**config.mk**
```make
export PLATFORM = sky130hd
export DESIGN_NAME = game_round_controller_flat
export DESIGN_NICKNAME = d
export VERILOG_FILES = /design/src/rtl/game_round_controller_if.sv /design/src/rtl/game_round_controller.sv /design/src/flat_wrapper.sv
export SDC_FILE = /design/constraint.sdc
export NUM_CORES = 1
export LEC_CHECK = 0
export CORE_MARGIN = 2
export CORE_UTILIZATION = 53
export DETAILED_ROUTE_END_ITERATION = 8
export PLACE_DENSITY_LB_ADDON = 0.1
export RECOVER_POWER = 25
export SYNTH_ARGS = -nofsm -noshare
export SYNTH_HDL_FRONTEND = slang
export SYNTH_SLANG_ARGS = --single-unit
```
**constraint.sdc**
```tcl
create_clock -name clk -period 3.8 [get_ports clk]
set_input_delay 0.76 -clock clk [delete_from_list [all_inputs] [get_ports clk]]
set_output_delay 0.76 -clock clk [all_outputs]
set_load 0.005 [all_outputs]
```
**src/rtl/game_round_controller_if.sv**
```systemverilog
`default_nettype none
// ============================================================================
// Module : game_round_controller_if
// Brief  : Hit-event inputs and mixer/sprite status outputs of the round controller.
// Rev    : 1.0 - initial release
// ============================================================================
interface game_round_controller_if #(
    parameter int N_TARGETS = 3
);
    logic                 new_frame;
    logic [N_TARGETS-1:0] target_hit;
    logic                 spaceship_hit;
    logic                 pause_key;

    logic                 round_start;
    logic [N_TARGETS-1:0] target_alive;
    logic [2:0]           heart_en;
    logic [11:0]          score_bcd;
    logic                 end_of_game_timer_running;
    logic                 game_won;
    logic                 random;
    logic                 paused;

    modport master (
        output new_frame, target_hit, spaceship_hit, pause_key,
        input  round_start, target_alive, heart_en, score_bcd,
               end_of_game_timer_running, game_won, random, paused
    );

    modport slave (
        input  new_frame, target_hit, spaceship_hit, pause_key,
        output round_start, target_alive, heart_en, score_bcd,
               end_of_game_timer_running, game_won, random, paused
    );
endinterface
`default_nettype wire

```
**src/rtl/game_round_controller.sv**
```systemverilog
`default_nettype none
// ============================================================================
// Module : game_round_controller
// Brief  : Wave sequencer tracking targets, lives and BCD score for the mixer.
//          Optional pause support is enabled with `define GAME_ROUND_PAUSE_EN.
// Rev    : 1.0 - initial release
// ============================================================================
module game_round_controller #(
    parameter int          LIVES      = 3,
    parameter int          N_TARGETS  = 3,
    parameter int          HIT_FRAMES = 60,
    parameter int          END_CYCLES = 50000000,
    parameter logic [15:0] LFSR_SEED  = 16'hACE1
) (
    input  wire logic              clk,
    input  wire logic              rst,
    game_round_controller_if.slave bus
);

    localparam int c_FW = $clog2(HIT_FRAMES + 1);
    localparam int c_CW = $clog2(END_CYCLES + 1);
    localparam logic [c_FW-1:0]      c_FRAME_LAST = c_FW'(HIT_FRAMES - 1);
    localparam logic [c_CW-1:0]      c_END_LAST   = c_CW'(END_CYCLES - 1);
    localparam logic [N_TARGETS-1:0] c_ALL        = {N_TARGETS{1'b1}};
    localparam logic [1:0]           c_LIVES      = 2'(LIVES);

    typedef enum logic [1:0] {
        S_START = 2'd0,
        S_PLAY  = 2'd1,
        S_HIT   = 2'd2,
        S_END   = 2'd3
    } state_t;

    function automatic logic [2:0] f_hearts(input logic [1:0] lives);
        f_hearts = {lives > 2'd2, lives > 2'd1, lives > 2'd0};
    endfunction

    function automatic logic [1:0] f_popcount(input logic [N_TARGETS-1:0] v);
        logic [1:0] c;
        c = '0;
        for (int i = 0; i < N_TARGETS; i++) c = c + 2'(v[i]);
        return c;
    endfunction

    // Digit-serial BCD add of 0..3; a carry out of the hundreds digit saturates.
    function automatic logic [11:0] f_bcd_add(input logic [11:0] s, input logic [1:0] n);
        logic [4:0] u, t, h;
        u = {1'b0, s[3:0]} + {3'b000, n};
        t = {1'b0, s[7:4]};
        h = {1'b0, s[11:8]};
        if (u > 5'd9) begin u = u - 5'd10; t = t + 5'd1; end
        if (t > 5'd9) begin t = t - 5'd10; h = h + 5'd1; end
        if (h > 5'd9) return 12'h999;
        return {h[3:0], t[3:0], u[3:0]};
    endfunction

    state_t               r_state, w_state;
    logic                 r_round_start, w_round_start;
    logic [N_TARGETS-1:0] r_target_alive, w_target_alive;
    logic [1:0]           r_lives, w_lives;
    logic [2:0]           r_heart_en;
    logic [11:0]          r_score, w_score;
    logic                 r_timer_running;
    logic                 r_game_won, w_game_won;
    logic                 r_paused, w_paused;
    logic [15:0]          r_lfsr, w_lfsr;
    logic [c_FW-1:0]      r_frame_cnt, w_frame_cnt;
    logic [c_CW-1:0]      r_cycle_cnt, w_cycle_cnt;
    logic [N_TARGETS-1:0] w_hits, w_alive_left;
    logic                 w_frozen;

    always_comb begin
        w_state        = r_state;
        w_round_start  = 1'b0;
        w_target_alive = r_target_alive;
        w_lives        = r_lives;
        w_score        = r_score;
        w_game_won     = r_game_won;
        w_paused       = r_paused;
        w_frame_cnt    = r_frame_cnt;
        w_cycle_cnt    = r_cycle_cnt;
        w_lfsr         = {r_lfsr[14:0], r_lfsr[15] ^ r_lfsr[13] ^ r_lfsr[12] ^ r_lfsr[10]};
        w_hits         = bus.target_hit & r_target_alive;
        w_alive_left   = r_target_alive & ~bus.target_hit;
        w_frozen       = 1'b0;

`ifdef GAME_ROUND_PAUSE_EN
        if (r_state == S_PLAY || r_state == S_HIT) begin
            w_frozen = r_paused;
            if (bus.pause_key) w_paused = ~r_paused;
        end
`endif

        case (r_state)
            S_START: begin
                w_round_start  = 1'b1;
                w_target_alive = c_ALL;
                // A won round carries lives and score into the next wave.
                if (!r_game_won) begin
                    w_lives = c_LIVES;
                    w_score = '0;
                end
                w_game_won = 1'b0;
                w_state    = S_PLAY;
            end
            S_PLAY, S_HIT: begin
                if (!w_frozen) begin
                    w_target_alive = w_alive_left;
                    w_score        = f_bcd_add(r_score, f_popcount(w_hits));
                    if (w_alive_left == '0) begin
                        w_game_won = 1'b1;
                        w_state    = S_END;
                    end else if (r_state == S_PLAY) begin
                        if (bus.spaceship_hit) begin
                            w_lives = r_lives - 2'd1;
                            if (r_lives == 2'd1) begin
                                w_game_won = 1'b0;
                                w_state    = S_END;
                            end else begin
                                w_state = S_HIT;
                            end
                        end
                    end else if (bus.new_frame) begin
                        if (r_frame_cnt == c_FRAME_LAST) w_state = S_PLAY;
                        else                             w_frame_cnt = r_frame_cnt + c_FW'(1);
                    end
                end
            end
            S_END: begin
                if (r_cycle_cnt == c_END_LAST) w_state = S_START;
                else                           w_cycle_cnt = r_cycle_cnt + c_CW'(1);
            end
            default: w_state = S_START;
        endcase

        if (w_state != r_state) begin
            w_frame_cnt = '0;
            w_cycle_cnt = '0;
        end
        if (w_state == S_END || w_state == S_START) w_paused = 1'b0;
    end

    always_ff @(posedge clk or posedge rst) begin
        if (rst) begin
            r_state         <= S_START;
            r_round_start   <= 1'b0;
            r_target_alive  <= c_ALL;
            r_lives         <= c_LIVES;
            r_heart_en      <= f_hearts(c_LIVES);
            r_score         <= '0;
            r_timer_running <= 1'b0;
            r_game_won      <= 1'b0;
            r_paused        <= 1'b0;
            r_lfsr          <= LFSR_SEED;
            r_frame_cnt     <= '0;
            r_cycle_cnt     <= '0;
        end else begin
            r_state         <= w_state;
            r_round_start   <= w_round_start;
            r_target_alive  <= w_target_alive;
            r_lives         <= w_lives;
            r_heart_en      <= f_hearts(w_lives);
            r_score         <= w_score;
            r_timer_running <= (w_state == S_END);
            r_game_won      <= w_game_won;
            r_paused        <= w_paused;
            r_lfsr          <= w_lfsr;
            r_frame_cnt     <= w_frame_cnt;
            r_cycle_cnt     <= w_cycle_cnt;
        end
    end

    assign bus.round_start               = r_round_start;
    assign bus.target_alive              = r_target_alive;
    assign bus.heart_en                  = r_heart_en;
    assign bus.score_bcd                 = r_score;
    assign bus.end_of_game_timer_running = r_timer_running;
    assign bus.game_won                  = r_game_won;
    assign bus.random                    = r_lfsr[0];
    assign bus.paused                    = r_paused;

endmodule
`default_nettype wire

```
**src/flat_wrapper.sv**
```systemverilog
// flat-port wrapper written by rule: the top's interface ports become plain ports
module game_round_controller_flat 
#(
    parameter int          LIVES      = 3,
    parameter int          N_TARGETS  = 3,
    parameter int          HIT_FRAMES = 60,
    parameter int          END_CYCLES = 50000000,
    parameter logic [15:0] LFSR_SEED  = 16'hACE1
)
  (clk, rst, bus_new_frame, bus_target_hit, bus_spaceship_hit, bus_pause_key, bus_round_start, bus_target_alive, bus_heart_en, bus_score_bcd, bus_end_of_game_timer_running, bus_game_won, bus_random, bus_paused);
  game_round_controller_if #(.N_TARGETS(N_TARGETS)) bus_i ();
  input  wire logic clk;
  input  wire logic rst;
  input wire logic [$bits(bus_i.new_frame)-1:0] bus_new_frame;
  input wire logic [$bits(bus_i.target_hit)-1:0] bus_target_hit;
  input wire logic [$bits(bus_i.spaceship_hit)-1:0] bus_spaceship_hit;
  input wire logic [$bits(bus_i.pause_key)-1:0] bus_pause_key;
  output wire logic [$bits(bus_i.round_start)-1:0] bus_round_start;
  output wire logic [$bits(bus_i.target_alive)-1:0] bus_target_alive;
  output wire logic [$bits(bus_i.heart_en)-1:0] bus_heart_en;
  output wire logic [$bits(bus_i.score_bcd)-1:0] bus_score_bcd;
  output wire logic [$bits(bus_i.end_of_game_timer_running)-1:0] bus_end_of_game_timer_running;
  output wire logic [$bits(bus_i.game_won)-1:0] bus_game_won;
  output wire logic [$bits(bus_i.random)-1:0] bus_random;
  output wire logic [$bits(bus_i.paused)-1:0] bus_paused;
  assign bus_i.new_frame = bus_new_frame;
  assign bus_i.target_hit = bus_target_hit;
  assign bus_i.spaceship_hit = bus_spaceship_hit;
  assign bus_i.pause_key = bus_pause_key;
  assign bus_round_start = bus_i.round_start;
  assign bus_target_alive = bus_i.target_alive;
  assign bus_heart_en = bus_i.heart_en;
  assign bus_score_bcd = bus_i.score_bcd;
  assign bus_end_of_game_timer_running = bus_i.end_of_game_timer_running;
  assign bus_game_won = bus_i.game_won;
  assign bus_random = bus_i.random;
  assign bus_paused = bus_i.paused;
  game_round_controller #(.LIVES(LIVES), .N_TARGETS(N_TARGETS), .HIT_FRAMES(HIT_FRAMES), .END_CYCLES(END_CYCLES), .LFSR_SEED(LFSR_SEED)) u_core (.clk(clk), .rst(rst), .bus(bus_i));
endmodule
```
# Yosys cells after proc, flatten, opt, wreduce, memory -nomap -nowiden
# Cells that the tools add are included.
word_totals:
  word_cells: 101
  out_inout_bits: 23
  ram_bits: 0
  latchBits: 0
  inputBits: 8
  mem_bits_ro: 0
  ff_bits: 73
  memories: 0
classes:
  n_mux: 41
  multipliers: 0
  shift: 0
  bitwise: 6
  n_lt_le_gt_ge: 6
  n_addsub: 10
  n_div: 0
  eq_ne: 16
  reduce_logical: 11
ops:
  columns: ["operator", "n"]
  rows:
  - ["two-way mux 26 bit", 3]
  - ["two-way mux 12 bit", 3]
  - ["two-way mux 6 bit", 6]
  - ["adder 26 x 1 -> 26 bit, second input constant", 1]
  - ["== test 26 bit, second input constant", 1]
  - ["case mux 12 bit (2 select lines)", 1]
  - ["two-way mux 2 bit", 10]
  - ["two-way mux 5 bit", 4]
  - ["greater-than comparator 5 x 4 -> 1 bit, second input constant", 3]
  - ["adder 4 x 1 -> 5 bit, second input constant", 2]
  - ["inequality test 2 bit, second input constant", 5]
  - ["two-way mux 1 bit", 8]
  - ["two-way mux 4 bit", 2]
  - ["nonzero test 2 bit", 4]
  - ["subtractor 4 bit, second input constant", 2]
  - ["adder 6 x 1 -> 6 bit, second input constant", 1]
  - ["AND 3 bit", 2]
  - ["== test 2 bit, second input constant", 3]
  - ["== test 6 bit, second input constant", 1]
  - ["inequality test 3 x 1 -> 1 bit, second input constant", 2]
  - ["case mux 2 bit (3 select lines)", 1]
  - ["case mux 3 bit (2 select lines)", 1]
  - ["adder 4 x 2 -> 5 bit", 1]
  - ["AND reduction 5 bit", 1]
  - ["other kinds (17)", 22]

# Depth between registers and ports, before layout
# Gate-level depths: netlist of the first run.
depth:
  word_depth: 15
  depth_mapped: 15
  ltp_nobuf: 15

# Least setup slack after synthesis of the first run
# Ideal clock, no wire load.
synth_timing:
  kind: "input to register"
  from: "input bus_target_hit[0]"
  to: "register u_core.r_score[4] (netlist: u_core.bus.score_bcd[4])"
  path_slack_ns: -0.349
  stages: 14
  t_arrival_ns: 4.082
  path_buffers: 0
  required_ns: 3.733
  setup_ns: 0.067
  path_cell_list: "nand2_1 > fa_1 > inv_1 > ha_1 > fa_1 > xnor2_2 > ha_1 > nand2_1 > nand3_1 > a311oi_1 > a211oi_1 > a2111oi_4 > mux2i_1 > o221a_1"
synth_via:
  elab_chain_len: 15
  word_cells_on_any_way: 17
  cone_classes: "add/sub: 4; order compare: 3; mux: 9; bitwise: 1"
synth_lines:
  columns: ["item", "line", "source"]
  rows:
  - ["start: declaration", "flat_wrapper.sv:15", "input wire logic [$bits(bus_i.target_hit)-1:0] bus_target_hit;"]
  - ["AND 3 bit *", "game_round_controller.sv:83", "w_hits = bus.target_hit & r_target_alive;"]
  - ["adder 1 x 1 -> 2 bit *", "game_round_controller.sv:41", "for (int i = 0; i < N_TARGETS; i++) c = c + 2'(v[i]);"]
  - ["adder 2 x 1 -> 2 bit *", "game_round_controller.sv:41", null]
  - ["adder 4 x 2 -> 5 bit *", "game_round_controller.sv:48", "u = {1'b0, s[3:0]} + {3'b000, n};"]
  - ["greater-than comparator 5 x 4 -> 1 bit *", "game_round_controller.sv:51", "if (u > 5'd9) begin u = u - 5'd10; t = t + 5'd1; end"]
  - ["two-way mux 5 bit *", "game_round_controller.sv:51", null]
  - ["two-way mux 5 bit *", "game_round_controller.sv:94", "case (r_state)"]
  - ["greater-than comparator 5 x 4 -> 1 bit", "game_round_controller.sv:52", "if (t > 5'd9) begin t = t - 5'd10; h = h + 5'd1; end"]
  - ["two-way mux 5 bit", "game_round_controller.sv:52", null]
  - ["two-way mux 5 bit", "game_round_controller.sv:94", null]
  - ["greater-than comparator 5 x 4 -> 1 bit", "game_round_controller.sv:53", "if (h > 5'd9) return 12'h999;"]
  - ["two-way mux 1 bit", "game_round_controller.sv:53", null]
  - ["two-way mux 1 bit", "game_round_controller.sv:94", null]
  - ["two-way mux 12 bit *", "game_round_controller.sv:54", "return {h[3:0], t[3:0], u[3:0]};"]
  - ["case mux 12 bit (2 select lines) *", "game_round_controller.sv:94", null]
  - ["end signal: assignment", "game_round_controller.sv:163", "r_score <= w_score;"]
  - ["end: declaration", "game_round_controller.sv:62", "logic [11:0] r_score, w_score;"]
# Every way passes the cells marked *; elsewhere a longest branch is shown, timed or not. The select of a mux whose other input is x is not followed.
# A chain may end at the register's enable or synchronous reset.

# Worst setup path after layout of the first run
layout_timing:
  from: "register u_core.r_target_alive[1] (netlist: u_core.bus.target_alive[1])"
  to: "register u_core.r_score[4] (netlist: u_core.bus.score_bcd[4])"
layout_via:
  elab_chain_len: 15
  word_cells_on_any_way: 17
  cone_classes: "add/sub: 4; order compare: 3; mux: 9; bitwise: 1"
layout_lines:
  columns: ["item", "line", "source"]
  rows:
  - ["start: declaration", "game_round_controller.sv:59", "logic [N_TARGETS-1:0] r_target_alive, w_target_alive;"]
  - ["start signal: assignment", "game_round_controller.sv:147", "r_target_alive <= c_ALL;"]
  - ["start signal: assignment", "game_round_controller.sv:160", "r_target_alive <= w_target_alive;"]
  - ["AND 3 bit *", "game_round_controller.sv:83", null]
  - ["adder 1 x 1 -> 2 bit *", "game_round_controller.sv:41", null]
  - ["adder 2 x 1 -> 2 bit *", "game_round_controller.sv:41", null]
  - ["adder 4 x 2 -> 5 bit *", "game_round_controller.sv:48", null]
  - ["greater-than comparator 5 x 4 -> 1 bit *", "game_round_controller.sv:51", null]
  - ["two-way mux 5 bit *", "game_round_controller.sv:51", null]
  - ["two-way mux 5 bit *", "game_round_controller.sv:94", null]
  - ["greater-than comparator 5 x 4 -> 1 bit", "game_round_controller.sv:52", null]
  - ["two-way mux 5 bit", "game_round_controller.sv:52", null]
  - ["two-way mux 5 bit", "game_round_controller.sv:94", null]
  - ["greater-than comparator 5 x 4 -> 1 bit", "game_round_controller.sv:53", null]
  - ["two-way mux 1 bit", "game_round_controller.sv:53", null]
  - ["two-way mux 1 bit", "game_round_controller.sv:94", null]
  - ["two-way mux 12 bit *", "game_round_controller.sv:54", null]
  - ["case mux 12 bit (2 select lines) *", "game_round_controller.sv:94", null]
# Marks and branches as above.

==> results.json, run 1 <==
{
  "ir_worst_vdd_v": 0.0003172,
  "fin_util_pct": 66.89,
  "slowest_delay_ns": 0.57,
  "yosysTopAreaCell": "dfrtp_1",
  "drt_wl_total_um": 8038,
  "power.density_nw_per_um2": 722.8,
  "antennaDiodeCount": 0,
  "relSlewSlack_pct": 39.33,
  "grt_overflow_total": 0,
  "port_buffers": 28,
  "syn_to_final_growth_pct": 23.54,
  "crit_path_start_kind": "flip-flop",
  "grt.total_usage_pct": 21.70,
  "antenna_left": 0,
  "leakagePower_nw": 2.043,
  "crit_chain": "nand2_4 -> fa_1 -> inv_2 -> ha_4 -> fa_2 -> inv_2 -> ha_4 -> nand2_4 -> nand3_4 -> a311oi_4 -> a211oi_2 -> a2111oi_4 -> buf_6 -> mux2i_4 -> o221a_1",
  "period_needed_ns": 3.792,
  "cp-end-kind": "flip-flop",
  "cts_max_level": 3,
  "cts_tree": "done",
  "ys_ff_latch": 72,
  "rsz0062_at_grt": "yes",
  "syn_area_um2": 3885,
  "dp_hpwl_um": 5527,
  "worstPathRequired_ns": 4.09,
  "dieHeight_um": 89.62,
  "outcome": "finished, final reports clean",
  "antenna_found_initial": 0,
  "cpMaxStageDelayCell": "dfstp_2",
  "cts_sinks": 72,
  "first_iter_violations": 209,
  "hold_violations": 0,
  "insertion_delay_ns": 0.35,
  "ios": 31,
  "finalNonFillerCells": 552,
  "drc": 0,
  "grt_pass1_wl_um": 13470,
  "drv_slew": 0,
  "num_vias": 3040,
  "syn_nets": 419,
  "synth_cells": 395,
  "synth_top_flop_cell": "dfrtp_1",
  "yosys_warnings": 0,
  "finalCritPeriodShare_pct": 99.79,
  "synthArstFlopShare_pct": 100.0,
  "rows": 31,
  "cts_buffer_depth": 2,
  "synth_top_area_share_pct": 36.71,
  "start_util_pct": 54.14,
  "die_w_um": 89.62,
  "nets": 472,
  "dieArea_um2": 8031,
  "ctsHoldBuffers": 0,
  "path_class": "reg -> reg",
  "synth.avg_cell_area_um2": 9.835,
  "path_clk_slew_ns": 0.09,
  "dp.cells": 530,
  "fmax_mhz": 263.7,
  "path_max_fanout": 6,
  "gp_congestion": 0.8577,
  "core_area_um2": 7176,
  "grt_max_degree": 33,
  "cts_buffers": 9,
  "firstDrtPassIters": 4,
  "setup_violations": 0,
  "ys_types": 60,
  "synth_edf_count": 0,
  "routed_via_density": 5.507,
  "cts_root_buf": "clkbuf_8",
  "avgRoutedWirePerCell_um": 14.56,
  "synthTopCellsByArea": "dfrtp_1 37%, dfstp_2 10%, ha_1 4.5%, nor2_1 4.4%, xor2_1 4.1%",
  "grt_pass1_vias": 2981,
  "cp_data_arrival_time_ns": 4.08,
  "clock_skew_ns": 0.01123,
  "drive_gt1_share_pct": 19.65,
  "worst_pin_slew_ns": 0.9090,
  "n_fill_cell": 579,
  "max_cap_viol_count": 0,
  "yosysSeqAreaShare_pct": 46.86,
  "min_path_type": "reg -> reg"
}
[layout by cell type (no fill, tap or decap), types with 5 or more instances in the layout]
| cell type | synthesis | routed |
|---|---|---|
| a21oi_1 | 12 | 12 |
| and2_1 | 6 | 6 |
| buf_4 | 2 | 24 |
| clkbuf_8 | 0 | 9 |
| clkdlybuf4s50_1 | 0 | 25 |
| dfrtp_1 | 57 | 57 |
| dfstp_2 | 15 | 15 |
| ha_1 | 14 | 12 |
| inv_1 | 21 | 19 |
| nand2_1 | 31 | 28 |
| nand2b_1 | 6 | 6 |
| nand3_1 | 15 | 14 |
| nand4_1 | 13 | 13 |
| nor2_1 | 46 | 46 |
| nor2b_1 | 5 | 5 |
| nor3_1 | 7 | 7 |
| o21ai_0 | 14 | 12 |
| o21ai_1 | 5 | 5 |
| xnor2_1 | 17 | 17 |
| xor2_1 | 18 | 18 |
[metal layers]
layer	routed length, um	track usage [%]
met5	0	0
met3	201	3.473
met2	3945	35.83
met1	3744	28.19
met4	147	9.905
[report_power, final]
group          total, W  switching (W)  internal, W  leakage, nW
Clock          0.000703       0.000319     0.000383        0.114
Combinational   0.00177       0.000959     0.000806        0.988
Sequential      0.00100       0.000108     0.000894        0.941
Total           0.00347        0.00139      0.00208         2.04
[worst max-delay path: cells and delay by family, from the launching register on]
kind | cells | cell delay, ns
AO/OA/AOI/OAI | 4 | 1.01
adder cells (fa/ha/maj) | 4 | 1.36
buffers and inverters | 3 | 0.27
flip-flops | 1 | 0.57
multiplexers | 1 | 0.31
AND/OR/NAND/NOR | 3 | 0.21
[synth_stat cells, types with 2 or more instances]
cell type,number
a211oi_1,4
a21boi_0,2
a21o_1,3
a21oi_1,12
a22oi_1,3
a311oi_1,2
a31o_2,2
a31oi_1,4
and2_1,6
and3_1,4
and4_1,3
and4b_1,2
buf_2,5
buf_4,2
clkbuf_1,7
dfrtp_1,57
dfstp_2,15
fa_1,2
ha_1,14
inv_1,21
mux2_2,3
mux2i_1,5
nand2_1,31
nand2b_1,6
nand3_1,15
nand4_1,13
nor2_1,46
nor2b_1,5
nor3_1,7
nor3b_1,2
nor4_1,2
o2111a_1,2
o211ai_1,3
o21a_1,3
o21ai_0,14
o21ai_1,5
o22ai_1,4
o31ai_1,2
or2_2,2
or3_1,2
xnor2_1,17
xor2_1,18
[registers in the layout, indices dropped and copies added, names as in the netlist]
register	flops
u_core.bus.end_of_game_timer_running	1
u_core.bus.game_won	1
u_core.bus.heart_en	2
u_core.bus.round_start	1
u_core.bus.score_bcd	12
u_core.bus.target_alive	3
u_core.r_cycle_cnt	26
u_core.r_frame_cnt	6
u_core.r_lfsr	16
u_core.r_lives	2
u_core.r_state	2
[through the flow]
| step | setup WS, ns | instance area (um^2) | TNS (ns) | hold slack [ns] | total power (W) |
|---|---|---|---|---|---|
| floorplan | -0.1715 | 3918 | -1.612 | 0.3312 | 0.001955 |
| global placement | -0.7642 | 4424 | -8.383 | 0.3366 | 0.002408 |
| detailed placement | -0.8374 | 4424 | -9.042 | 0.3371 | 0.002453 |
| CTS | 0.001007 | 4730 | 0 | 0.3604 | 0.003300 |
| global route | -0.1250 | 4800 | -0.9862 | 0.3635 | 0.003694 |
| finish | 0.007934 | 4800 | 0 | 0.3563 | 0.003469 |
[path summary, 6_finish.rpt]
path                                                        start                                  end  slack [ns]  cells past startpoint
max reg2reg                u_core.bus.target_alive[1]$_DFFE_PP1N_  u_core.bus.score_bcd[4]$_DFFE_PP0P_       0.008                     15
max in group asynchronous                                     rst          u_core.r_lfsr[15]$_DFF_PP1_        1.87                      3
min                                    u_core.r_lfsr[4]$_DFF_PP0_           u_core.r_lfsr[5]$_DFF_PP1_        0.36                      0
max                        u_core.bus.target_alive[1]$_DFFE_PP1N_  u_core.bus.score_bcd[4]$_DFFE_PP0P_       0.008                     15
min reg2reg                            u_core.r_lfsr[4]$_DFF_PP0_           u_core.r_lfsr[5]$_DFF_PP1_        0.36                      0
min in group asynchronous                                     rst   u_core.r_cycle_cnt[12]$_DFFE_PP0P_        1.05                      2
[cells by family (layout without fill, tap and decap cells)]
| kind of cell | Yosys count | after routing | share of synthesized area (%) |
|---|---|---|---|
| and+or+nand+nor | 151 | 151 | 19.36 |
| adders and majority gates | 16 | 16 | 5.540 |
| AOI/OAI and AO/OA | 76 | 77 | 13.95 |
| DFF | 72 | 72 | 46.86 |
| other | 1 | 1 | 0.09653 |
| buffers and inverters | 35 | 92 | 3.736 |
| muxes | 8 | 8 | 2.158 |
| xor gates and xnor gates | 36 | 36 | 8.309 |
[timing repair]
action / CTS / global route
cloned: 1 / 0
setup endpoints to repair: 12 / 12
pin swaps: 9 / 12
setup buffers: 3 / 2
gates resized for setup: 10 / 15
endpoints found under the hold margin: 0 / 0
[area by class of cell]
type | count | area [um^2] | share of cell area, %
clock buffer | 9 | 123.9 | 2.581
clock inverter | 7 | 107.6 | 2.242
inverter | 21 | 78.83 | 1.642
multi-input combinational | 289 | 2061 | 42.94
sequential | 72 | 1821 | 37.93
tap | 99 | 123.9 | 2.581
timing repair buffer | 55 | 484.2 | 10.09
(Power assumes the default switching activity.)
==> run 2: changes to the inputs <==
CTS_CLUSTER_DIAMETER = 30   (was default)
==> results of run 2 <==
Final layout, timing and power as in run 1 (identical DEF).
==> run 3: changes to the inputs <==
--- a/config.mk
+++ b/config.mk
@@ -12,4 +12,5 @@
 export PLACE_DENSITY_LB_ADDON = 0.1
 export RECOVER_POWER = 25
+export SLEW_MARGIN = 20
 export SYNTH_ARGS = -nofsm -noshare
 export SYNTH_HDL_FRONTEND = slang
==> constraint.sdc (replaced) <==
create_clock -name clk -period 3.8 [get_ports clk]
set_input_delay 0.76 -clock clk [delete_from_list [all_inputs] [get_ports clk]]
set_output_delay 0.76 -clock clk [all_outputs]
set_load 0.02 [all_outputs]
==> results of run 3 <==
The final DEF is identical to that of run 1. Status: finished, final reports clean.
Among the figures that moved: total power 0.003469 W -> 0.003548 W; worst IR drop on VDD 0.0003172 V -> 0.0003225 V
